`config.mk`:
```
export PLATFORM = sky130hd
export DESIGN_NAME = rv_alu_arb_flat
export DESIGN_NICKNAME = d
export VERILOG_FILES = /design/src/rtl/rv_alu_arb_if.sv /design/src/rtl/rv_alu_arb.sv /design/src/flat_wrapper.sv
export SDC_FILE = /design/constraint.sdc
export NUM_CORES = 1
export LEC_CHECK = 0
export CAP_MARGIN = 20
export CORE_AREA = 10 10 225 227
export CTS_BUF_LIST = sky130_fd_sc_hd__clkbuf_16
export CTS_CLUSTER_DIAMETER = 40
export DETAILED_ROUTE_END_ITERATION = 8
export DIE_AREA = 0 0 235 237
export GPL_ROUTABILITY_DRIVEN = 0
export GPL_TIMING_DRIVEN = 1
export PLACE_DENSITY = 0.51
export REMOVE_ABC_BUFFERS = 1
export SLEW_MARGIN = 0
export SYNTH_ARGS = -nofsm -noshare
export SYNTH_HDL_FRONTEND = slang
export SYNTH_SLANG_ARGS = --single-unit
```
`constraint.sdc`:
```
create_clock -name clk_i -period 4.5 [get_ports clk_i]
set_clock_uncertainty 0.05 [all_clocks]
set_input_delay 0.675 -clock clk_i [delete_from_list [all_inputs] [get_ports clk_i]]
set_output_delay 0.675 -clock clk_i [all_outputs]
set_load 0.02 [all_outputs]
```
`src/rtl/rv_alu_arb_if.sv`:
```
// Bundle of requester, response and ALU-side signals for rv_alu_arb.
// Directional suffixes (_i/_o) are named from the arbiter's point of view.
// Ports: req0/1 valid/ready/operands, rsp0/1 valid/ready/result,
//        alu_op1/op2/op_sel/op_32b toward the ALU, alu_result back.
// The slave modport is the arbiter; master is the issue stage plus ALU.
interface rv_alu_arb_if #(
    parameter int XLEN = 64
);
    logic            req0_valid_i;
    logic            req1_valid_i;
    logic            req0_ready_o;
    logic            req1_ready_o;
    logic [XLEN-1:0] req0_op1_i;
    logic [XLEN-1:0] req0_op2_i;
    logic [XLEN-1:0] req1_op1_i;
    logic [XLEN-1:0] req1_op2_i;
    logic [3:0]      req0_op_sel_i;
    logic [3:0]      req1_op_sel_i;
    logic            req0_op_32b_i;
    logic            req1_op_32b_i;
    logic            rsp0_valid_o;
    logic            rsp1_valid_o;
    logic            rsp0_ready_i;
    logic            rsp1_ready_i;
    logic [XLEN-1:0] rsp0_result_o;
    logic [XLEN-1:0] rsp1_result_o;
    logic [XLEN-1:0] alu_op1_o;
    logic [XLEN-1:0] alu_op2_o;
    logic [3:0]      alu_op_sel_o;
    logic            alu_op_32b_o;
    logic [XLEN-1:0] alu_result_i;

    modport slave (
        input  req0_valid_i, req1_valid_i,
        input  req0_op1_i, req0_op2_i, req1_op1_i, req1_op2_i,
        input  req0_op_sel_i, req1_op_sel_i, req0_op_32b_i, req1_op_32b_i,
        input  rsp0_ready_i, rsp1_ready_i, alu_result_i,
        output req0_ready_o, req1_ready_o,
        output rsp0_valid_o, rsp1_valid_o, rsp0_result_o, rsp1_result_o,
        output alu_op1_o, alu_op2_o, alu_op_sel_o, alu_op_32b_o
    );

    modport master (
        output req0_valid_i, req1_valid_i,
        output req0_op1_i, req0_op2_i, req1_op1_i, req1_op2_i,
        output req0_op_sel_i, req1_op_sel_i, req0_op_32b_i, req1_op_32b_i,
        output rsp0_ready_i, rsp1_ready_i, alu_result_i,
        input  req0_ready_o, req1_ready_o,
        input  rsp0_valid_o, rsp1_valid_o, rsp0_result_o, rsp1_result_o,
        input  alu_op1_o, alu_op2_o, alu_op_sel_o, alu_op_32b_o
    );
endinterface

```
`src/rtl/rv_alu_arb.sv`:
```
// Round-robin share of one combinational ALU between two requesters.
// Latency: grant in cycle N, registered result valid in cycle N+1.
// Backpressure: a stalled response blocks only its own requester.
// Ports: clk_i, rst_n_i (async active-low), bus (rv_alu_arb_if.slave)
//        carrying both request/response channels and the ALU operand path.
module rv_alu_arb #(
    parameter int XLEN = 64
) (
    input  logic         clk_i,
    input  logic         rst_n_i,
    rv_alu_arb_if.slave  bus
);
    logic [1:0]      req_vld;
    logic [1:0]      rsp_rdy;
    logic [1:0]      slot_free;
    logic [1:0]      elig;
    logic [1:0]      grant;

    // prio_q names the requester that wins a tie this cycle.
    logic            prio_q, prio_d;
    logic [1:0]      rsp_vld_q, rsp_vld_d;
    logic [XLEN-1:0] rsp0_res_q, rsp0_res_d;
    logic [XLEN-1:0] rsp1_res_q, rsp1_res_d;

    logic [XLEN-1:0] alu_op1;
    logic [XLEN-1:0] alu_op2;
    logic [3:0]      alu_op_sel;
    logic            alu_op_32b;

    assign req_vld = {bus.req1_valid_i, bus.req0_valid_i};
    assign rsp_rdy = {bus.rsp1_ready_i, bus.rsp0_ready_i};

    // A response slot can take a new result if it is empty or being drained.
    assign slot_free = ~rsp_vld_q | rsp_rdy;
    assign elig      = req_vld & slot_free;

    always_comb begin
        grant = 2'b00;
        case (elig)
            2'b01:   grant = 2'b01;
            2'b10:   grant = 2'b10;
            2'b11:   grant = prio_q ? 2'b10 : 2'b01;
            default: grant = 2'b00;
        endcase
    end

    // Pointer moves to the loser after any grant, so contention alternates.
    always_comb begin
        prio_d = prio_q;
        if (grant[0]) begin
            prio_d = 1'b1;
        end else if (grant[1]) begin
            prio_d = 1'b0;
        end
    end

    // Idle ALU inputs are forced to zero rather than left on a stale requester.
    always_comb begin
        alu_op1    = '0;
        alu_op2    = '0;
        alu_op_sel = 4'b0000;
        alu_op_32b = 1'b0;
        if (grant[0]) begin
            alu_op1    = bus.req0_op1_i;
            alu_op2    = bus.req0_op2_i;
            alu_op_sel = bus.req0_op_sel_i;
            alu_op_32b = bus.req0_op_32b_i;
        end else if (grant[1]) begin
            alu_op1    = bus.req1_op1_i;
            alu_op2    = bus.req1_op2_i;
            alu_op_sel = bus.req1_op_sel_i;
            alu_op_32b = bus.req1_op_32b_i;
        end
    end

    // A grant refills the slot even while the old result drains, so a
    // requester can issue back-to-back with valid held continuously high.
    always_comb begin
        rsp_vld_d  = grant | (rsp_vld_q & ~rsp_rdy);
        rsp0_res_d = grant[0] ? bus.alu_result_i : rsp0_res_q;
        rsp1_res_d = grant[1] ? bus.alu_result_i : rsp1_res_q;
    end

    always_ff @(posedge clk_i or negedge rst_n_i) begin
        if (!rst_n_i) begin
            prio_q     <= 1'b0;
            rsp_vld_q  <= 2'b00;
            rsp0_res_q <= '0;
            rsp1_res_q <= '0;
        end else begin
            prio_q     <= prio_d;
            rsp_vld_q  <= rsp_vld_d;
            rsp0_res_q <= rsp0_res_d;
            rsp1_res_q <= rsp1_res_d;
        end
    end

    assign bus.req0_ready_o  = grant[0];
    assign bus.req1_ready_o  = grant[1];
    assign bus.rsp0_valid_o  = rsp_vld_q[0];
    assign bus.rsp1_valid_o  = rsp_vld_q[1];
    assign bus.rsp0_result_o = rsp0_res_q;
    assign bus.rsp1_result_o = rsp1_res_q;
    assign bus.alu_op1_o     = alu_op1;
    assign bus.alu_op2_o     = alu_op2;
    assign bus.alu_op_sel_o  = alu_op_sel;
    assign bus.alu_op_32b_o  = alu_op_32b;
endmodule

```
`src/flat_wrapper.sv`:
```
// flat-port wrapper written by rule: the top's interface ports become plain ports
module rv_alu_arb_flat 
#(
    parameter int XLEN = 64
)
  (clk_i, rst_n_i, bus_req0_valid_i, bus_req1_valid_i, bus_req0_op1_i, bus_req0_op2_i, bus_req1_op1_i, bus_req1_op2_i, bus_req0_op_sel_i, bus_req1_op_sel_i, bus_req0_op_32b_i, bus_req1_op_32b_i, bus_rsp0_ready_i, bus_rsp1_ready_i, bus_alu_result_i, bus_req0_ready_o, bus_req1_ready_o, bus_rsp0_valid_o, bus_rsp1_valid_o, bus_rsp0_result_o, bus_rsp1_result_o, bus_alu_op1_o, bus_alu_op2_o, bus_alu_op_sel_o, bus_alu_op_32b_o);
  rv_alu_arb_if #(.XLEN(XLEN)) bus_i ();
  input  logic clk_i;
  input  logic rst_n_i;
  input wire logic [$bits(bus_i.req0_valid_i)-1:0] bus_req0_valid_i;
  input wire logic [$bits(bus_i.req1_valid_i)-1:0] bus_req1_valid_i;
  input wire logic [$bits(bus_i.req0_op1_i)-1:0] bus_req0_op1_i;
  input wire logic [$bits(bus_i.req0_op2_i)-1:0] bus_req0_op2_i;
  input wire logic [$bits(bus_i.req1_op1_i)-1:0] bus_req1_op1_i;
  input wire logic [$bits(bus_i.req1_op2_i)-1:0] bus_req1_op2_i;
  input wire logic [$bits(bus_i.req0_op_sel_i)-1:0] bus_req0_op_sel_i;
  input wire logic [$bits(bus_i.req1_op_sel_i)-1:0] bus_req1_op_sel_i;
  input wire logic [$bits(bus_i.req0_op_32b_i)-1:0] bus_req0_op_32b_i;
  input wire logic [$bits(bus_i.req1_op_32b_i)-1:0] bus_req1_op_32b_i;
  input wire logic [$bits(bus_i.rsp0_ready_i)-1:0] bus_rsp0_ready_i;
  input wire logic [$bits(bus_i.rsp1_ready_i)-1:0] bus_rsp1_ready_i;
  input wire logic [$bits(bus_i.alu_result_i)-1:0] bus_alu_result_i;
  output wire logic [$bits(bus_i.req0_ready_o)-1:0] bus_req0_ready_o;
  output wire logic [$bits(bus_i.req1_ready_o)-1:0] bus_req1_ready_o;
  output wire logic [$bits(bus_i.rsp0_valid_o)-1:0] bus_rsp0_valid_o;
  output wire logic [$bits(bus_i.rsp1_valid_o)-1:0] bus_rsp1_valid_o;
  output wire logic [$bits(bus_i.rsp0_result_o)-1:0] bus_rsp0_result_o;
  output wire logic [$bits(bus_i.rsp1_result_o)-1:0] bus_rsp1_result_o;
  output wire logic [$bits(bus_i.alu_op1_o)-1:0] bus_alu_op1_o;
  output wire logic [$bits(bus_i.alu_op2_o)-1:0] bus_alu_op2_o;
  output wire logic [$bits(bus_i.alu_op_sel_o)-1:0] bus_alu_op_sel_o;
  output wire logic [$bits(bus_i.alu_op_32b_o)-1:0] bus_alu_op_32b_o;
  assign bus_i.req0_valid_i = bus_req0_valid_i;
  assign bus_i.req1_valid_i = bus_req1_valid_i;
  assign bus_i.req0_op1_i = bus_req0_op1_i;
  assign bus_i.req0_op2_i = bus_req0_op2_i;
  assign bus_i.req1_op1_i = bus_req1_op1_i;
  assign bus_i.req1_op2_i = bus_req1_op2_i;
  assign bus_i.req0_op_sel_i = bus_req0_op_sel_i;
  assign bus_i.req1_op_sel_i = bus_req1_op_sel_i;
  assign bus_i.req0_op_32b_i = bus_req0_op_32b_i;
  assign bus_i.req1_op_32b_i = bus_req1_op_32b_i;
  assign bus_i.rsp0_ready_i = bus_rsp0_ready_i;
  assign bus_i.rsp1_ready_i = bus_rsp1_ready_i;
  assign bus_i.alu_result_i = bus_alu_result_i;
  assign bus_req0_ready_o = bus_i.req0_ready_o;
  assign bus_req1_ready_o = bus_i.req1_ready_o;
  assign bus_rsp0_valid_o = bus_i.rsp0_valid_o;
  assign bus_rsp1_valid_o = bus_i.rsp1_valid_o;
  assign bus_rsp0_result_o = bus_i.rsp0_result_o;
  assign bus_rsp1_result_o = bus_i.rsp1_result_o;
  assign bus_alu_op1_o = bus_i.alu_op1_o;
  assign bus_alu_op2_o = bus_i.alu_op2_o;
  assign bus_alu_op_sel_o = bus_i.alu_op_sel_o;
  assign bus_alu_op_32b_o = bus_i.alu_op_32b_o;
  rv_alu_arb #(.XLEN(XLEN)) u_core (.clk_i(clk_i), .rst_n_i(rst_n_i), .bus(bus_i));
endmodule
```
==> metrics, run 1 <==
status finished, final reports clean; final antenna-violating net count 0; GR Util All Layers 0.1499; Worst EP arrival between 3000 and 4000 ps; Syn Area/Cell 13.81 um2; io pins approximately 600; cell mode on critical path clkdlybuf4s50_1; first-pass GRT wire length slightly below 60000 um; Starting Density 0.1340; Post-CTS Setup Inserts 0; post-cts sizing count 0; LEAKAGE 5.293 nW; Final Hold Viols 0; initial antenna violation count 18; maximum vdd drop between 300 and 400 uV; # hold bufs at CTS 0; routed vias/inst 3.893; CTS tree built; Max Clk Rate around 270 MHz; CP Class in -> out; largest net degree at the start of global routing 88; post-synthesis sequential area ratio 0.5300; count of input and output buffers 600; WL/cell between 20 and 30 um; synthesized area a little over 6000 um2; Die H 237 um; worst skew pair latency about 430 ps; Final Setup Violations 0; power per cell area between 400 and 500 nW/um2; Vias between 6000 and 7000; post-synthesis register bit count between 100 and 150; Final nets roughly 1400; Sink Count 131; Slew HR 0.5122; Startpoint Class input port; Core Area 46160 um2; share of cells above drive strength 1 0.1342; DRC Markers 0; Die Outline Area around 56000 um2; die width approximately 240 um; CTS H-tree lvls 4; Root Driver clkbuf_16; synth warn 0; Worst-path clk slew about 60 ps; crit end category output port; Initial DRC Count approximately 340; final WL approximately 44000 um; crit path time final 3762 ps; final hold slack about 230 ps; Tcrit/Tclk final 0.8359; Max-Cap Viols 0; Worst Tran Pin Value 731.7 ps; critical-path cell list clkdlybuf4s50_1 > nand2b_1 > o211ai_4 > inv_6 > buf_4 > a22o_1 > clkdlybuf4s50_1; CP top delay family buffers and inverters; Max Root-Sink Buffers 2; Pwr Total around 5.9 mW; most frequent cells in the layout clkdlybuf4s50_1 (588), a22o_1 (133), dfrtp_1 (131), mux2_2 (83), mux2_1 (45); worst-path fanout max 41; drt pass-1 iters 4; final HPWL from detailed placement 37650 um; GRT Residual Overflow 0; Worst Path Buf+Inv 4; Cell variety after synth 14; post-synthesis instance total between 400 and 500; Final Max Tran Viols 0; vias in the first global route 7047; crit-path max cell delay approximately 700 ps; CTS Buf Count 17; unrepaired setup endpoints after global routing no; # fillers roughly 4800; CP max stage cell clkdlybuf4s50_1; Critical Path RT between 3000 and 4000 ps; num rows 79; Layout area overhead 118.3%; Tightest Hold Check Type in -> async; Final Core Density 0.2925; commonest non-fill, non-tap cell in the layout clkdlybuf4s50_1
==> worst paths after layout <==
| path | end | slack (ps) | from | cells past startpoint |
|---|---|---|---|---|
| setup / recovery | bus_alu_op_sel_o[0] | 740 | bus_rsp0_ready_i | 7 |
| hold / removal | u_core.bus.rsp1_result_o[24] | 230 | rst_n_i | 1 |
| setup reg to reg | u_core.bus.rsp1_result_o[30] | 2210 | u_core.rsp_vld_q[0] | 6 |
| hold reg to reg | u_core.bus.rsp1_result_o[41] | 440 | u_core.bus.rsp1_result_o[41] | 1 |
| max in group asynchronous | u_core.bus.rsp0_result_o[54] | 3140 | rst_n_i | 2 |
| min in group clk_i | u_core.bus.rsp1_result_o[41] | 440 | u_core.bus.rsp1_result_o[41] | 1 |
==> registers in the layout, indices dropped and copies added (netlist names) <==
| register | count |
|---|---|
| u_core.prio_q | 1 |
| u_core.bus.rsp0_result_o | 64 |
| u_core.bus.rsp1_result_o | 64 |
| u_core.rsp_vld_q | 2 |
==> power by group <==
part	total (mW)	switching (mW)	internal, mW
clock network	1.40	0.535	0.863
registers	1.65	0.159	1.49
logic	2.85	1.39	1.46
==> area by class of cell <==
type                       instances  area (um2)  share of cell area
antenna                           10       25.02            0.001853
clock buffer                      17       425.4             0.03151
clock inverter                    15       165.2             0.01223
inverter                           2       17.52            0.001297
multi-input combinational        273        2695              0.1996
sequential                       131        3278              0.2428
tap                              607       759.5             0.05625
timing repair buffer             613        6136              0.4545
==> per-stage QoR <==
step                worst slack, ps  TNS (ps)  instances  instance area (um2)
global route                  638.6         0       1666                13500
CTS                           728.4         0       1658                13480
floorplan                    -153.2    -20370        406                 5972
detailed placement            728.4         0       1626                12890
finish                        738.5         0       1668                13500
global placement              716.2         0       1626                12890
==> synthesized netlist by cell type (all sizes together) <==
library cell,number,area (um2)
nor2b,2,12.51
nand2,4,15.01
buf,37,193.9
inv,2,7.510
mux2,128,1441
o211ai,2,25.02
o2bb2ai,1,8.760
nand2b,3,18.77
a22o,133,1165
dfrtp,131,3278
clkbuf,5,18.77
==> cells by family (layout without fill, tap and decap cells) <==
group                  after synthesis  in the layout  share of synthesized area
other                                0             10                          0
muxes                              128            128                     0.2331
and+or+nand+nor                      9              9                   0.007485
buffers and inverters               44            647                    0.03561
DFF                                131            131                     0.5300
AOI/OAI and AO/OA                  136            136                     0.1938
==> per-layer routing <==
layer	global-route usage	vias up	share of wire
met5	0	-	0.0010
met4	0.04497	8	0.011
met3	0.08197	40	0.11
met2	0.2605	340	0.51
met1	0.1517	3174	0.36
li1	-	2931	-
(Power assumes the default switching activity.)
==> run 2: changes to the inputs <==
Settings changed: CORE_AREA 10 10 225 227 to 10 10 227 229, DIE_AREA 0 0 235 237 to 0 0 237 239, PLACE_DENSITY 0.51 to 0.52.
Clock period 4.5 ns to 3.2 ns, I/O delays scaled along.
==> metrics, run 2 (synthesized netlist as in run 1, its figures left out) <==
status finished, final reports clean; Finished Layout Cells 1684; Root Driver clkbuf_16; initial antenna violation count 16; Startpoint Class input port; CTS H-tree lvls 4; CP Class in -> out; maximum vdd drop 481.4 uV; WL/cell 27.17 um; Max Root-Sink Buffers 2; Initial DRC Count 270; Tightest Hold Check Type in -> async; GR Util All Layers 0.1514; Die H about 240 um; Max-Cap Viols 0; drt pass-1 iters 4; Final Setup Violations 0; Post-Place Setup Slack between 1 and 1.5 ps; Tcrit/Tclk final 0.9756; Max Clk Rate approximately 320 MHz; share of cells above drive strength 1 0.1524; Final Hold Viols 0; CTS tree built; crit end category output port; most frequent cells in the layout clkdlybuf4s50_1 (558), a22o_1 (133), dfrtp_1 (131), mux2_2 (83), mux2_1 (45); Core Area approximately 47000 um2; power per cell area between 600 and 700 nW/um2; routed vias/inst slightly below 4; crit-path max cell delay between 500 and 600 ps; reg2reg setup slack 1120 ps; Starting Density 0.1312; Slew HR 0.4987; Worst-path clk slew roughly 60 ps; final WL 45760 um; Critical Path RT 2670 ps; vias in the first global route about 7000; commonest non-fill, non-tap cell in the layout clkdlybuf4s50_1; final hold slack a little under 50 ps; worst skew pair latency 430 ps; critical-path cell list clkdlybuf4s50_1 > nand2b_1 > o211ai_2 > inv_6 > buf_12 > buf_4 > a22o_1 > clkdlybuf4s50_1; Final Core Density 0.2915; final HPWL from detailed placement around 39000 um; DRC Markers 0; # hold bufs at CTS 0; cell mode on critical path clkdlybuf4s50_1; crit path time final ~3100 ps; Layout area overhead 122.2%; LEAKAGE between 5 and 6 nW; die width 237 um; final instance area 13740 um2; count of input and output buffers 600; GRT Residual Overflow 0; final antenna-violating net count 0; TNS Setup 0 ps; CTS Buf Count 17; CP max stage cell clkdlybuf4s50_1; Area after DPL 13000 um2; Vias about 6700; final worst slack 77.93 ps; num rows 80; Final nets ~1400; Die Outline Area about 57000 um2; largest net degree at the start of global routing 82; Worst Tran Pin Value between 700 and 800 ps; Worst EP arrival 2590 ps; Cells after DPL approximately 1600; Final Max Tran Viols 0; Pwr Total 8.533 mW; worst-path fanout max 28; io pins 601; Sink Count 131; first-pass GRT wire length about 60000 um; # fillers between 4000 and 5000
## run 2: path summary, 6_finish.rpt
path	depth (start not counted)	startpoint	endpoint
worst min register to register	1	u_core.bus.rsp1_result_o[38]	u_core.bus.rsp1_result_o[38]
worst max register to register	7	u_core.rsp_vld_q[0]	u_core.bus.rsp1_result_o[33]
min in group clk_i	1	u_core.bus.rsp1_result_o[38]	u_core.bus.rsp1_result_o[38]
max in group asynchronous	2	rst_n_i	u_core.bus.rsp1_result_o[41]
worst min-delay path	1	rst_n_i	u_core.bus.rsp0_result_o[43]
worst max-delay path	8	bus_req0_valid_i	bus_alu_op1_o[48]
## run 2: metal layers
metal	global-route usage	wire length [um]	share of wire	vias to the layer above
li1	-	-	-	2944
met4	0.03841	677	0.015	8
met2	0.2726	23900	0.52	368
met1	0.1490	15370	0.34	3305
met3	0.08101	5770	0.13	43
met5	0	42	0.00092	-
## run 2: what timing repair did
action,4_1_cts,5_1_grt
setup endpoints to repair,0,43
buffers inserted,0,0
resized for setup,0,23
## run 2: layout make-up
type / count / area (um2) / share of cell area
inverters: 2 / 17.52 / 0.001275
clock buffers: 17 / 425.4 / 0.03096
flip-flops and latches: 131 / 3278 / 0.2386
clock inverters: 14 / 210.2 / 0.01530
diodes: 6 / 15.01 / 0.001093
well taps: 615 / 769.5 / 0.05600
multi-input cells: 273 / 2695 / 0.1961
repair buffers: 626 / 6331 / 0.4607
## run 2: critical path, delay by kind of cell
kind / cells / cell delay (ps)
AO/OA/AOI/OAI: 2 / 440
buffers and inverters: 5 / 1510
AND/OR/NAND/NOR: 1 / 100
## run 2: power breakdown
part,total (mW),internal [mW],switching [mW]
combinational,4.07,2.09,1.98
clock,2.14,1.38,0.761
sequential,2.33,2.10,0.227
total,8.53,5.56,2.97
==> run 3: changes to the inputs <==
Settings changed: SKIP_LAST_GASP from default to 1.
==> metrics, run 3 (synthesized netlist as in run 1, its figures left out) <==
status finished, final reports clean; io pins roughly 600; Final Setup Violations 0; LEAKAGE ~5.7 nW; reg2reg start u_core.rsp_vld_q[0]; Gate power share 0.477; Core Area between 40000 and 50000 um2; Layout area overhead 122.2%; drt pass-1 iters 4; CP Class in -> out; R2R depth 7; CTS H-tree lvls 4; Tcrit/Tclk final 0.9756; Max Clk Rate 320.3 MHz; crit-path max cell delay around 560 ps; Crit. path cell count 8; commonest non-fill, non-tap cell in the layout clkdlybuf4s50_1; Final nets ~1400; CTS Buf Count 17; final instance area between 10000 and 15000 um2; Seq pwr share 0.273; Die Outline Area between 50000 and 60000 um2; Pwr Total roughly 8.5 mW; WL/cell between 20 and 30 um; Worst-path clk slew ~60 ps; Die H between 200 and 250 um; vias in the first global route 7126; GR Util All Layers 0.1514; final WL around 46000 um; crit path time final approximately 3100 ps; Sink Count between 100 and 150; Int Pwr between 5 and 6 mW; final HPWL from detailed placement slightly below 40000 um; Slew HR 0.4987; post-cts sizing count 0; CP top delay family buffers and inverters; Root Driver clkbuf_16; unrepaired setup endpoints after global routing yes; die width between 200 and 250 um; share of cells above drive strength 1 0.1524; Starting Density 0.1312; DRC Markers 0; switch share 0.3479; Area after DPL 13000 um2; Max-Cap Viols 0; switching pwr between 2 and 3 mW; TNS Setup 0 ps; most frequent cells in the layout clkdlybuf4s50_1 (559), a22o_1 (133), dfrtp_1 (131), mux2_2 (83), mux2_1 (45); Worst EP arrival around 2600 ps; maximum vdd drop a little under 500 uV; # hold bufs at CTS 0; count of input and output buffers 600; worst skew pair latency ~430 ps; Max Root-Sink Buffers 2; Final Max Tran Viols 0; initial antenna violation count 16; Final Hold Viols 0; worst-path fanout max 28; Worst Setup SP bus_req0_valid_i; crit end category output port; Startpoint Class input port; cell mode on critical path clkdlybuf4s50_1; power per cell area 621.0 nW/um2; num rows 80; first-pass GRT wire length between 60000 and 70000 um; Tightest Hold Check Type in -> async; critical-path cell list clkdlybuf4s50_1 > nand2b_1 > o211ai_2 > inv_6 > buf_12 > buf_4 > a22o_1 > clkdlybuf4s50_1; Worst Tran Pin Value 752.0 ps; Critical Path RT 2670 ps; final antenna-violating net count 0; CTS tree built; Initial DRC Count between 200 and 300; Vias between 6000 and 7000; Clock power frac 0.250; largest net degree at the start of global routing between 80 and 90; Worst Path Buf+Inv 5; CP max stage cell clkdlybuf4s50_1; GRT Residual Overflow 0; routed vias/inst roughly 4.0; Post-CTS Setup Inserts 0
-- run 3: cell types whose count changed in the layout (fill, tap and decap cells not counted) --
cell / before / now
clkdlybuf4s50_1: 558 / 559
dlymetal6s2s_1: 22 / 21
-- run 3: final cells by class --
| type | count | area, um2 |
|---|---|---|
| Antenna cell | 6 | 15.01 |
| Clock buffer | 17 | 425.4 |
| Clock inverter | 14 | 210.2 |
| Fill cell | 4920 | 33410 |
| Inverter | 2 | 17.52 |
| Multi-Input combinational cell | 273 | 2695 |
| Sequential cell | 131 | 3278 |
| Tap cell | 615 | 769.5 |
| Timing Repair Buffer | 626 | 6329 |
-- run 3: final timing paths --
kind | to | slack (ps)
hold / removal | u_core.bus.rsp0_result_o[43] | 50
setup / recovery | bus_alu_op1_o[48] | 80
min in group clk_i | u_core.bus.rsp1_result_o[38] | 430
hold reg to reg | u_core.bus.rsp1_result_o[38] | 430
setup reg to reg | u_core.bus.rsp1_result_o[33] | 1120
max in group asynchronous | u_core.bus.rsp1_result_o[41] | 2170
-- run 3: per-layer routing --
| layer | vias up | wire length (um) | GRT usage |
|---|---|---|---|
| li1 | 2944 | - | - |
| met1 | 3297 | 15330 | 0.1490 |
| met2 | 372 | 23890 | 0.2726 |
| met3 | 43 | 5807 | 0.08101 |
| met4 | 8 | 677 | 0.03841 |
| met5 | - | 42 | 0 |
-- run 3: power by group through the flow --
stage	clock network, mW	logic (mW)	registers, mW
2_1_floorplan	0	1.17	2.88
3_3_place_gp	0	4.13	2.33
3_5_place_dp	0	4.13	2.35
5_1_grt	2.28	4.30	2.39
6_report	2.14	4.07	2.33
4_1_cts	2.23	4.15	2.33
-- run 3: worst reg2reg max path, stage by stage, from the launching register on --
cell,delay (ps)
dfrtp_1,390
nor2b_1,230
o211ai_2,170
inv_6,100
buf_12,180
buf_4,170
buf_4,300
mux2_1,370
-- run 3: through the flow --
stage	cells	hold slack, ps	setup slack [ps]	utilization
finish	1684	48.39	78.00	0.2914
global route	1683	76.79	-9.720	0.2914
CTS	1677	61.60	1.261	0.2893
detailed placement	1646	424.1	1.012	0.2758
global placement	1646	416.6	39.92	0.2758
floorplan	406	134.4	-1156	-
==> RTL edit (settings of run 1) <==
`XLEN` is set to 64 in 3 places; all go to 68.
--- a/src/rtl/rv_alu_arb_if.sv
+++ b/src/rtl/rv_alu_arb_if.sv
@@ -4,7 +4,7 @@
 //        alu_op1/op2/op_sel/op_32b toward the ALU, alu_result back.
 // The slave modport is the arbiter; master is the issue stage plus ALU.
 interface rv_alu_arb_if #(
-    parameter int XLEN = 64
+    parameter int XLEN = 68
 );
     logic            req0_valid_i;
     logic            req1_valid_i;
--- a/src/rtl/rv_alu_arb.sv
+++ b/src/rtl/rv_alu_arb.sv
@@ -4,7 +4,7 @@
 // Ports: clk_i, rst_n_i (async active-low), bus (rv_alu_arb_if.slave)
 //        carrying both request/response channels and the ALU operand path.
 module rv_alu_arb #(
-    parameter int XLEN = 64
+    parameter int XLEN = 68
 ) (
     input  logic         clk_i,
     input  logic         rst_n_i,
--- a/src/flat_wrapper.sv
+++ b/src/flat_wrapper.sv
@@ -1,7 +1,7 @@
 // flat-port wrapper written by rule: the top's interface ports become plain ports
 module rv_alu_arb_flat 
 #(
-    parameter int XLEN = 64
+    parameter int XLEN = 68
 )
   (clk_i, rst_n_i, bus_req0_valid_i, bus_req1_valid_i, bus_req0_op1_i, bus_req0_op2_i, bus_req1_op1_i, bus_req1_op2_i, bus_req0_op_sel_i, bus_req1_op_sel_i, bus_req0_op_32b_i, bus_req1_op_32b_i, bus_rsp0_ready_i, bus_rsp1_ready_i, bus_alu_result_i, bus_req0_ready_o, bus_req1_ready_o, bus_rsp0_valid_o, bus_rsp1_valid_o, bus_rsp0_result_o, bus_rsp1_result_o, bus_alu_op1_o, bus_alu_op2_o, bus_alu_op_sel_o, bus_alu_op_32b_o);
   rv_alu_arb_if #(.XLEN(XLEN)) bus_i ();
Ports: changed (9 resized); port bits go from 601 to 637. No check against the original RTL was run, so the function may have changed too.
==> RTL edit against run 1 <==
  * Utilization increased by 1.7 points
  * Sequential power increased by 6%
  * Area after synthesis rose by 5.7%
  * Routed wire length up 6.1%
  * Final area increased by 5.8%
  * Total power increased by 5.3%
  * Final cell count increased by 3.9%
  * Setup slack worse by 2.4 ps
  * Combinational power up 7%
  * Largest power group unchanged
  * Die area is the same
  * Via count rose by 5.7%
  * Hold slack worse by 42 ps
  * Sequential cell count increased by 8
==> RTL edit: results (changes against run 1) <==
[run_status]
status = finished clean  ; unchanged

[final_layout]
layout-drive-gt1-share = 0.150  ; was 0.134
layout.nets = 1466  ; was 1374
fillers = 4781  ; was 4797

[placed_design]
dp_hpwl_mm = 40.1  ; was 37.6 mm
placed_cells = 1698  ; was 1626
portBuffers = 636  ; was 600

[drt]
vias = 6860  ; was 6493
drtIter0Drc = 268  ; was 337
wl_per_cell_microns = 27.0  ; was 26.4 microns
met3WireLength_mm = 5.32  ; was 4.97 mm
met2WireLength_mm = 24.8  ; was 22.7 mm
wl_mm = 46.7  ; was 44.1 mm
wl_met1_mm = 16.1  ; was 15.9 mm

[global_route]
met1_usage = 0.158  ; was 0.152
antenna_found_initial = 17  ; was 18
grt_max_degree = 73  ; was 88
grtUsageTotal = 0.160  ; was 0.150
globalRouteMet2Util = 0.294  ; was 0.260
use_met3 = 0.0859  ; was 0.0820
grt_pass1_wl_mm = 63.5  ; was 59.4 mm
grt_pass1_vias = 7383  ; was 7047

[worst_setup_path]
endpoint = bus_alu_op2_o[28]  ; was bus_alu_op_sel_o[0]
r2r_cells = 4  ; was 6
path_max_fanout = 62  ; was 41
r2r_slack_ps = 2370  ; was 2210 ps
r2r_end = u_core.bus.rsp0_result_o[19]  ; was u_core.bus.rsp1_result_o[30]
r2r-start = u_core.rsp_vld_q[1]  ; was u_core.rsp_vld_q[0]
cp_slowest_stage_delay_ps = 620  ; was 700 ps

[yosys]
synthMuxAreaShare = 0.234  ; was 0.233
synth_compound_area_frac = 0.194  ; about the same
synthTopCellsByArea = dfrtp_1 53%, a22o_1 19%, mux2_2 16%, mux2_1 7.1%, buf_2 2.1%  ; was dfrtp_1 53%, a22o_1 19%, mux2_2 15%, mux2_1 8.2%, buf_2 2.3%
synth_cell_types = 13  ; was 14
synth_common_cells = 141 x a22o_1, 139 x dfrtp_1, 95 x mux2_2  ; was 133 x a22o_1, 131 x dfrtp_1, 83 x mux2_2
synth.avg_cell_area_sq_um = 13.8  ; about the same
synthArstFlopShare = 1.00  ; unchanged
synth-main-ff-cell = dfrtp_1  ; unchanged
synth_seq_area_share = 0.532  ; was 0.530

[pwr]
powerSeq_mw = 1.75  ; was 1.65 mW
p_leak_nw = 5.65  ; was 5.29 nW
vdd_drop_max_v = 0.000336  ; was 0.000300 V
seq_power_share = 0.282  ; was 0.280
power_frac_clock = 0.228  ; was 0.237
netSwitchingFraction = 0.360  ; was 0.353

[sta]
tightestPinTransition_ps = 824  ; was 732 ps

[clock_tree]
cts_setup_buffers = 0  ; unchanged

## RTL edit: cell count changes after synthesis
cell,change
mux2_2,+12
clkbuf_1,+9
a22o_1,+8
dfrtp_1,+8
buf_4,-5
mux2_1,-4
buf_2,-2
buf_1,+1
## RTL edit: stage by stage
step / setup WS (ps) / TNS (ps) / util / hold slack (ps) / cell area, sq um
after CTS: 693 / 0 / 0.309 / 207 / 14300
after detailed placement: 693 / 0 / 0.296 / 424 / 13700
after global routing: 568 / 0 / 0.309 / 229 / 14300
final: 736 / 0 / 0.309 / 190 / 14300
after floorplan: -370 / -52190 / - / 329 / 6330
after global placement: 722 / 0 / 0.296 / 418 / 13700
## RTL edit: layout make-up
cell class | count | area share
Sequential cell | 139 | 0.244
Multi-Input combinational cell | 289 | 0.200
Clock inverter | 15 | 0.0112
Clock buffer | 17 | 0.0298
Inverter | 2 | 0.00123
Timing Repair Buffer | 661 | 0.460
Antenna cell | 3 | 0.000526
Tap cell | 607 | 0.0532
